===== config.mk =====
export PLATFORM = sky130hd
export DESIGN_NAME = seq_muldiv
export DESIGN_NICKNAME = d
export VERILOG_FILES = /design/src/rtl/seq_muldiv.sv
export SDC_FILE = /design/constraint.sdc
export NUM_CORES = 1
export LEC_CHECK = 0
export BUFFER_PORTS_ARGS = -buffer_cell sky130_fd_sc_hd__clkbuf_2
export CORE_MARGIN = 4
export CORE_UTILIZATION = 45
export DETAILED_ROUTE_END_ITERATION = 16
export PLACE_DENSITY = 0.65
export SYNTH_ARGS = -nofsm -noshare
export SYNTH_HDL_FRONTEND = slang
export SYNTH_SLANG_ARGS = --single-unit

===== constraint.sdc =====
create_clock -name clk -period 4 [get_ports clk]
set_clock_uncertainty 0.05 [all_clocks]
set_input_delay 0.4 -clock clk [delete_from_list [all_inputs] [get_ports clk]]
set_output_delay 0.4 -clock clk [all_outputs]
set_load 0.02 [all_outputs]

===== src/rtl/seq_muldiv.sv =====
// seq_muldiv: iterative shift-add multiplier / restoring divider, one bit per clock.
//   clk        in   rising-edge clock
//   reset      in   asynchronous active-high reset
//   start      in   request pulse, accepted only while busy=0
//   op         in   00 MPY, 01 MPYS, 10 DIV (2W/W unsigned), 11 reserved
//   src        in   multiplicand (MPY/MPYS) or divisor (DIV)
//   dst        in   [W-1:0] multiplier; full 2W bits are the dividend for DIV
//   result_hi  out  product[2W-1:W] or quotient
//   result_lo  out  product[W-1:0] or remainder
//   busy       out  operation in progress
//   done       out  one-cycle completion pulse
//   ovf        out  divide overflow or reserved op, held until next accepted start
module seq_muldiv #(
    parameter int unsigned WIDTH = 16
) (
    input  logic                 clk,
    input  logic                 reset,
    input  logic                 start,
    input  logic [1:0]           op,
    input  logic [WIDTH-1:0]     src,
    input  logic [2*WIDTH-1:0]   dst,
    output logic [WIDTH-1:0]     result_hi,
    output logic [WIDTH-1:0]     result_lo,
    output logic                 busy,
    output logic                 done,
    output logic                 ovf
);

    localparam int unsigned W2 = 2 * WIDTH;
    localparam int unsigned CW = (WIDTH > 1) ? $clog2(WIDTH) : 1;
    localparam logic [CW-1:0] LAST_ITER = CW'(WIDTH - 1);

    localparam logic [1:0] OP_MPY  = 2'b00;
    localparam logic [1:0] OP_MPYS = 2'b01;
    localparam logic [1:0] OP_DIV  = 2'b10;

    typedef enum logic [1:0] {
        S_IDLE,
        S_RUN,
        S_FIX,
        S_FIN
    } state_t;

    state_t            state_q;
    logic [W2-1:0]     acc_q;
    logic [W2-1:0]     mcand_q;
    logic [WIDTH-1:0]  mplr_q;
    logic [WIDTH-1:0]  dvsr_q;
    logic [CW-1:0]     cnt_q;
    logic              is_div_q;
    logic              is_signed_q;
    logic              neg_q;
    logic              ovf_pend_q;
    logic              keep_q;

    // Operand magnitudes for signed multiply (most-negative maps to 2^(W-1), still fits W bits)
    logic [WIDTH-1:0]  src_mag_d;
    logic [WIDTH-1:0]  mplr_mag_d;
    // Datapath step results
    logic [W2-1:0]     mul_acc_d;
    logic [WIDTH:0]    prem_d;
    logic [WIDTH:0]    pdiff_d;
    logic              qbit_d;
    logic [WIDTH-1:0]  rem_d;
    logic [W2-1:0]     div_acc_d;

    always_comb begin
        src_mag_d  = src;
        mplr_mag_d = dst[WIDTH-1:0];
        if (op == OP_MPYS) begin
            if (src[WIDTH-1])
                src_mag_d = -src;
            if (dst[WIDTH-1])
                mplr_mag_d = -dst[WIDTH-1:0];
        end
    end

    // One shift-add multiply step and one restoring-divide step.
    // Divide packs {partial remainder, dividend bits left / quotient bits} into acc_q.
    always_comb begin
        mul_acc_d = acc_q + (mplr_q[0] ? mcand_q : '0);
        prem_d    = {acc_q[W2-1:WIDTH], acc_q[WIDTH-1]};
        pdiff_d   = prem_d - {1'b0, dvsr_q};
        qbit_d    = (prem_d >= {1'b0, dvsr_q});
        rem_d     = qbit_d ? pdiff_d[WIDTH-1:0] : prem_d[WIDTH-1:0];
        div_acc_d = {rem_d, acc_q[WIDTH-2:0], qbit_d};
    end

    // Control FSM and registered outputs
    always_ff @(posedge clk or posedge reset) begin
        if (reset) begin
            state_q     <= S_IDLE;
            acc_q       <= '0;
            mcand_q     <= '0;
            mplr_q      <= '0;
            dvsr_q      <= '0;
            cnt_q       <= '0;
            is_div_q    <= 1'b0;
            is_signed_q <= 1'b0;
            neg_q       <= 1'b0;
            ovf_pend_q  <= 1'b0;
            keep_q      <= 1'b0;
            result_hi   <= '0;
            result_lo   <= '0;
            busy        <= 1'b0;
            done        <= 1'b0;
            ovf         <= 1'b0;
        end else begin
            done <= 1'b0;
            case (state_q)
                S_IDLE: begin
                    if (start) begin
                        busy        <= 1'b1;
                        ovf         <= 1'b0;
                        cnt_q       <= '0;
                        is_div_q    <= 1'b0;
                        is_signed_q <= 1'b0;
                        neg_q       <= 1'b0;
                        ovf_pend_q  <= 1'b0;
                        keep_q      <= 1'b0;
                        case (op)
                            OP_MPY, OP_MPYS: begin
                                acc_q       <= '0;
                                mcand_q     <= {{WIDTH{1'b0}}, src_mag_d};
                                mplr_q      <= mplr_mag_d;
                                is_signed_q <= (op == OP_MPYS);
                                neg_q       <= (op == OP_MPYS) && (src[WIDTH-1] ^ dst[WIDTH-1]);
                                state_q     <= S_RUN;
                            end
                            OP_DIV: begin
                                acc_q    <= dst;
                                dvsr_q   <= src;
                                is_div_q <= 1'b1;
                                // Quotient would not fit in W bits: pass dividend through
                                if (src <= dst[W2-1:WIDTH]) begin
                                    ovf_pend_q <= 1'b1;
                                    state_q    <= S_FIN;
                                end else begin
                                    state_q <= S_RUN;
                                end
                            end
                            default: begin
                                keep_q     <= 1'b1;
                                ovf_pend_q <= 1'b1;
                                state_q    <= S_FIN;
                            end
                        endcase
                    end
                end
                S_RUN: begin
                    if (is_div_q) begin
                        acc_q <= div_acc_d;
                    end else begin
                        acc_q   <= mul_acc_d;
                        mcand_q <= mcand_q << 1;
                        mplr_q  <= mplr_q >> 1;
                    end
                    cnt_q <= cnt_q + 1'b1;
                    if (cnt_q == LAST_ITER)
                        state_q <= is_signed_q ? S_FIX : S_FIN;
                end
                S_FIX: begin
                    if (neg_q)
                        acc_q <= -acc_q;
                    state_q <= S_FIN;
                end
                S_FIN: begin
                    done    <= 1'b1;
                    busy    <= 1'b0;
                    ovf     <= ovf_pend_q;
                    state_q <= S_IDLE;
                    if (!keep_q) begin
                        if (is_div_q && !ovf_pend_q) begin
                            result_hi <= acc_q[WIDTH-1:0];
                            result_lo <= acc_q[W2-1:WIDTH];
                        end else begin
                            result_hi <= acc_q[W2-1:WIDTH];
                            result_lo <= acc_q[WIDTH-1:0];
                        end
                    end
                end
                default: state_q <= S_IDLE;
            endcase
        end
    end

endmodule

* Word level (Yosys, flattened, before mapping)
Cells that the tools add are included.
W data, S select, Z words.
** Storage, ports and cells
- Register bits after elaboration :: 142
- Latch bits :: 0
- Bits in writable memories :: 0
- Memory bits (read-only) :: 0
- Bits of input ports :: 53
- Word-level logic and storage cells :: 96
- Memories :: 0
** Operators by class
- Add/sub/neg operators :: 6
- Multipliers :: 0
- Divide/modulo/power cells :: 0
- Order comparisons :: 2
- Equal/unequal tests :: 12
- Shift operators :: 0
- Multiplexer cells :: 40
- Bitwise gates (word level) :: 2
- Reduce and logical (&&, ||, !) cells :: 18
** Operators with widths (count)
- $mux W32 :: 7
- $mux W16 :: 10
- $pmux W32 S2 :: 2
- $pmux W32 S3 :: 1
- $add A32 B32 Y32 :: 1
- $neg A16 Y16 :: 2
- $neg A32 Y32 :: 1
- $pmux W16 S2 :: 1
- $ge A17 B16 Y1 :: 1
- $le A16 B16 Y1 :: 1
- $sub A16 B16 Y16 :: 1
- $reduce_and A2 Y1 :: 5
- $mux W1 :: 9
- $ne A2 B2 Y1 const B :: 4
- $pmux W2 S4 :: 1
- $pmux W4 S2 :: 1
- $reduce_and A4 Y1 :: 2
- $eq A2 B2 Y1 const B :: 3
- $mux W2 :: 3
- $pmux W1 S2 :: 3
- $add A4 B1 Y4 const B :: 1
- $eq A2 B1 Y1 const B :: 2
- $eq A4 B4 Y1 const B :: 1
- $logic_not A2 Y1 :: 2
- other kinds (13) :: 15

* Logic depth before layout (Yosys ltp)
- Word-level depth :: 6
- Mapped depth :: 13
- Gate-level depth less buffers :: 12

* Worst setup path after synthesis
No wires, ideal clock.
- Kind :: register -> register
- Start point :: register mplr_q[0]
- End point :: register acc_q[21]
- Arrival time :: 2860 ps
- Slack :: 1012 ps
- Stages on the path, launching flop included :: 12
- Clock period less this slack :: 2988 ps
- Cells stage by stage :: dfrtp_1 -> clkbuf_1 -> and2_1 -> ha_1 -> and2_1 -> a221o_1 -> nor2_1 -> o311ai_1 -> a31oi_1 -> mux2_2 -> a211o_1 -> a21oi_1
** On the way
- Word-level cells in the longest chain between the ends :: 4
** Ends and longest elaborated chain
- from (decl) :: RTL line 47 : logic [WIDTH-1:0] mplr_q;
- from (signal assigned) :: RTL line 125 : mplr_q <= mplr_mag_d;
- from (signal assigned) :: RTL line 156 : mplr_q <= mplr_q >> 1;
- $mux W32 :: RTL line 81 : mul_acc_d = acc_q + (mplr_q[0] ? mcand_q : '0);
- $add A32 B32 Y32 :: RTL line 81
- $mux W32 :: RTL line 151 : if (is_div_q) begin
- $pmux W32 S3 :: RTL line 110 : case (state_q)
- to (signal assigned) :: RTL line 152 : acc_q <= div_acc_d;
- to (signal assigned) :: RTL line 154 : acc_q <= mul_acc_d;
- to (signal assigned) :: RTL line 164 : acc_q <= -acc_q;
- to (decl) :: RTL line 45 : logic [W2-1:0] acc_q;
No other way between the ends.
A chain may end at the register's enable or synchronous reset.

* Worst setup path in the final report
- Start point :: register mplr_q[0]
- End point :: register acc_q[27]
Same word-level chain as after synthesis.

==> results.cfg <==
[power]
vdd_ir_drop_max_mv = 0.697
swShare = 0.514
p_seq_frac = 0.222
p_comb_frac = 0.640
power_frac_clock = 0.137
total_power_mw = 11.9
pwr_density_cell_nw_per_um2 = 916
p_sw_mw = 6.11
p_leak_nw = 5.94
intPower_mw = 5.79

[flow_run]
cap_violations = 0

[clock_network]
cts_hold_buf = 0
post_cts.repair.setup_buffers = 0
clk_path_buf_depth = 2
clkTransAtPathRegs_ns = 0.07
htreeDepth = 4
cts_sinks = 142
clk_latency_ns = 0.43
cts_tree = done
cts_resized = 0
numCtsBuffers = 17
root_buffer = clkbuf_16

[synthesis]
ys_async_sr_fraction = 1.00
synth_warnings = 0
synthFlopType = dfrtp_1
synthDistinctLibCells = 85
yosysTopAreaCellShare = 0.304
ys_seq_area_frac = 0.304
synth_area_per_cell_um2 = 8.01
yosys-top-cells-area = dfrtp_1, ha_1, nand2_1, a21oi_1, o21ai_0
syn-cell-area_um2 = 11700
yosys.area.top_type = dfrtp_1
syn-num-nets = 1586
synth_cells = 1460
ys_seq_elements = 142
synth-edff-count = 0

[route]
routed_via_density = 5.99
wirelength_um = 38100
drt_pass1_iterations = 7
antenna_left = 0
drt-initial-drc-count = 945
routedWlPerCell_um = 20.6
vias = 11100
drc_errors = 0

[finish]
area_delta_synth_final_pct = 11.1
fin_util = 0.511
diodes = 0
nets = 1635
fillers = 2458
drive_gt1_frac = 0.137
multi_input_area_um2 = 7470
seqCellArea_um2 = 3550

[placement]
place_ws_ns = 0.532
gp_congestion = 0.936
hpwl_um = 29000
port_buffers = 87

[timing]
hold_viol_final = 0
worst_slack_ns = 0.563
timing.fmax_mhz = 291
rsz0062_at_grt = no
slew-limit-headroom = 0.280
period_share = 0.859
finalCriticalPeriod_ns = 3.44
slew_viol_final = 0
setup-tns-final_ns = 0
worst_pin_slew_ns = 1.08
finalSetupViolations = 0

[die]
design.die.area_um2 = 28600
initial_core_util = 0.460
boundaryPins = 88
fp.dieW_um = 169
rows = 58
fp.dieH_um = 169
core-area_um2 = 25400

[status]
status = completed

[critical_path]
worst_setup_path_start_kind = register
worstSetupPathType = reg -> reg
endpoint_kind = register
reg2reg_slack_ns = 0.56
required_ns = 4.28
reg2reg_depth = 11
cp_data_arrival_time_ns = 3.72
reg2reg_from = mplr_q[0]
crit-reg2reg-capture = acc_q[27]
path_max_fanout = 25

[global_routing]
grt_max_degree = 95
grt_pass1_wl_um = 59100
antenna_found_initial = 0
grt_usage = 0.262
grt.overflow.total = 0
grt_pass1_vias = 10400

[hold_path]
hold_class = in -> async
==> layout make-up <==
cell class / instances / share of cell area
clock inverters: 13 / 0.0110
repair buffers: 122 / 0.0547
flip-flops and latches: 142 / 0.274
well taps: 330 / 0.0318
multi-input cells: 1161 / 0.575
clock buffers: 19 / 0.0349
inverters: 65 / 0.0191
==> metal layers <==
metal	part of all wire	global-route usage
met1	0.46	0.382
met2	0.43	0.394
met3	0.079	0.0424
met4	0.033	0.0949
met5	0	0
==> critical path: stages (launching register included) <==
cell	delay [ns]
dfrtp_1	0.46
buf_4	0.25
and2_1	0.18
ha_1	0.33
a21oi_1	0.37
o21ai_0	0.16
nor4_1	0.46
a211oi_1	0.20
nor3_1	0.36
xnor2_1	0.17
nand2_1	0.08
a221oi_1	0.28
==> power by group through the flow <==
stage,clock [mW],sequential (mW),combinational (mW)
2_1_floorplan,0,2.59,5.53
3_3_place_gp,0,2.63,7.44
3_5_place_dp,0,2.65,7.49
4_1_cts,1.65,2.63,7.53
5_1_grt,1.72,2.71,8.32
6_report,1.63,2.64,7.62
==> Yosys cell counts, types with 10 or more instances <==
cell / instances
buf_6: 10
inv_1: 65
and2_1: 38
mux2_2: 17
nand3_1: 24
xnor2_1: 50
nand4_1: 15
a21oi_1: 142
o21ai_0: 137
o21a_1: 13
ha_1: 71
a31oi_1: 15
o31ai_1: 10
dfrtp_1: 142
clkbuf_1: 66
mux2i_1: 39
a211oi_1: 11
and3_1: 14
nor2_1: 116
or3_1: 17
nand2_1: 201
nor3_1: 27
a221oi_1: 21
xor2_1: 27
a21o_1: 18
==> worst max-delay path by stage <==
| stage | start | to | cells after the start |
|---|---|---|---|
| floorplan | mplr_q[0] | acc_q[21] | 11 |
| global placement | mplr_q[0] | acc_q[27] | 11 |
| detailed placement | mplr_q[0] | acc_q[27] | 11 |
| CTS | mplr_q[0] | acc_q[27] | 11 |
| global route | mplr_q[0] | acc_q[27] | 11 |
| finish | mplr_q[0] | acc_q[27] | 11 |
==> logic make-up after synthesis <==
logic type / count (synthesis) / share of synthesized area
fa+ha+maj: 73 / 0.0794
flops: 142 / 0.304
xor+xnor: 77 / 0.0577
simple gates: 505 / 0.207
compound gates: 446 / 0.238
mux: 60 / 0.0549
buf+inv: 157 / 0.0589
==> state kept, by name, summed over array words and instances (netlist names) <==
signal       count
is_div_q         1
dvsr_q          16
mcand_q         32
done             1
keep_q           1
cnt_q            4
is_signed_q      1
state_q          2
result_hi       16
acc_q           32
result_lo       16
mplr_q          16
neg_q            1
ovf_pend_q       1
busy             1
ovf              1
==> stage by stage <==
| stage | hold slack (ns) | cell area (um^2) | std cells |
|---|---|---|---|
| after global placement | 0.402 | 12400 | 1820 |
| after floorplan | 0.391 | 11700 | 1460 |
| after detailed placement | 0.412 | 12400 | 1820 |
| after CTS | 0.0662 | 13000 | 1852 |
| final | 0.0319 | 13000 | 1852 |
| after global routing | 0.0891 | 13000 | 1852 |
==> layout by cell type, fill, tap and decap left out, types with 6 or more instances in the layout <==
| master | count |
|---|---|
| a211oi_1 | 11 |
| a21o_1 | 18 |
| a21oi_1 | 142 |
| a221oi_1 | 20 |
| a221oi_2 | 6 |
| a31oi_1 | 15 |
| and2_1 | 38 |
| and3_1 | 14 |
| buf_4 | 34 |
| clkbuf_16 | 17 |
| clkbuf_2 | 87 |
| dfrtp_1 | 142 |
| ha_1 | 70 |
| inv_1 | 64 |
| mux2_2 | 17 |
| mux2i_1 | 39 |
| nand2_1 | 201 |
| nand2b_1 | 6 |
| nand3_1 | 24 |
| nand4_1 | 15 |
| nor2_1 | 116 |
| nor2b_1 | 8 |
| nor3_1 | 27 |
| nor4_1 | 9 |
| o211ai_1 | 8 |
| o21a_1 | 13 |
| o21ai_0 | 137 |
| o31ai_1 | 10 |
| or3_1 | 17 |
| xnor2_1 | 50 |
| xor2_1 | 27 |
Note: power is estimated with default switching activity, not from simulation.
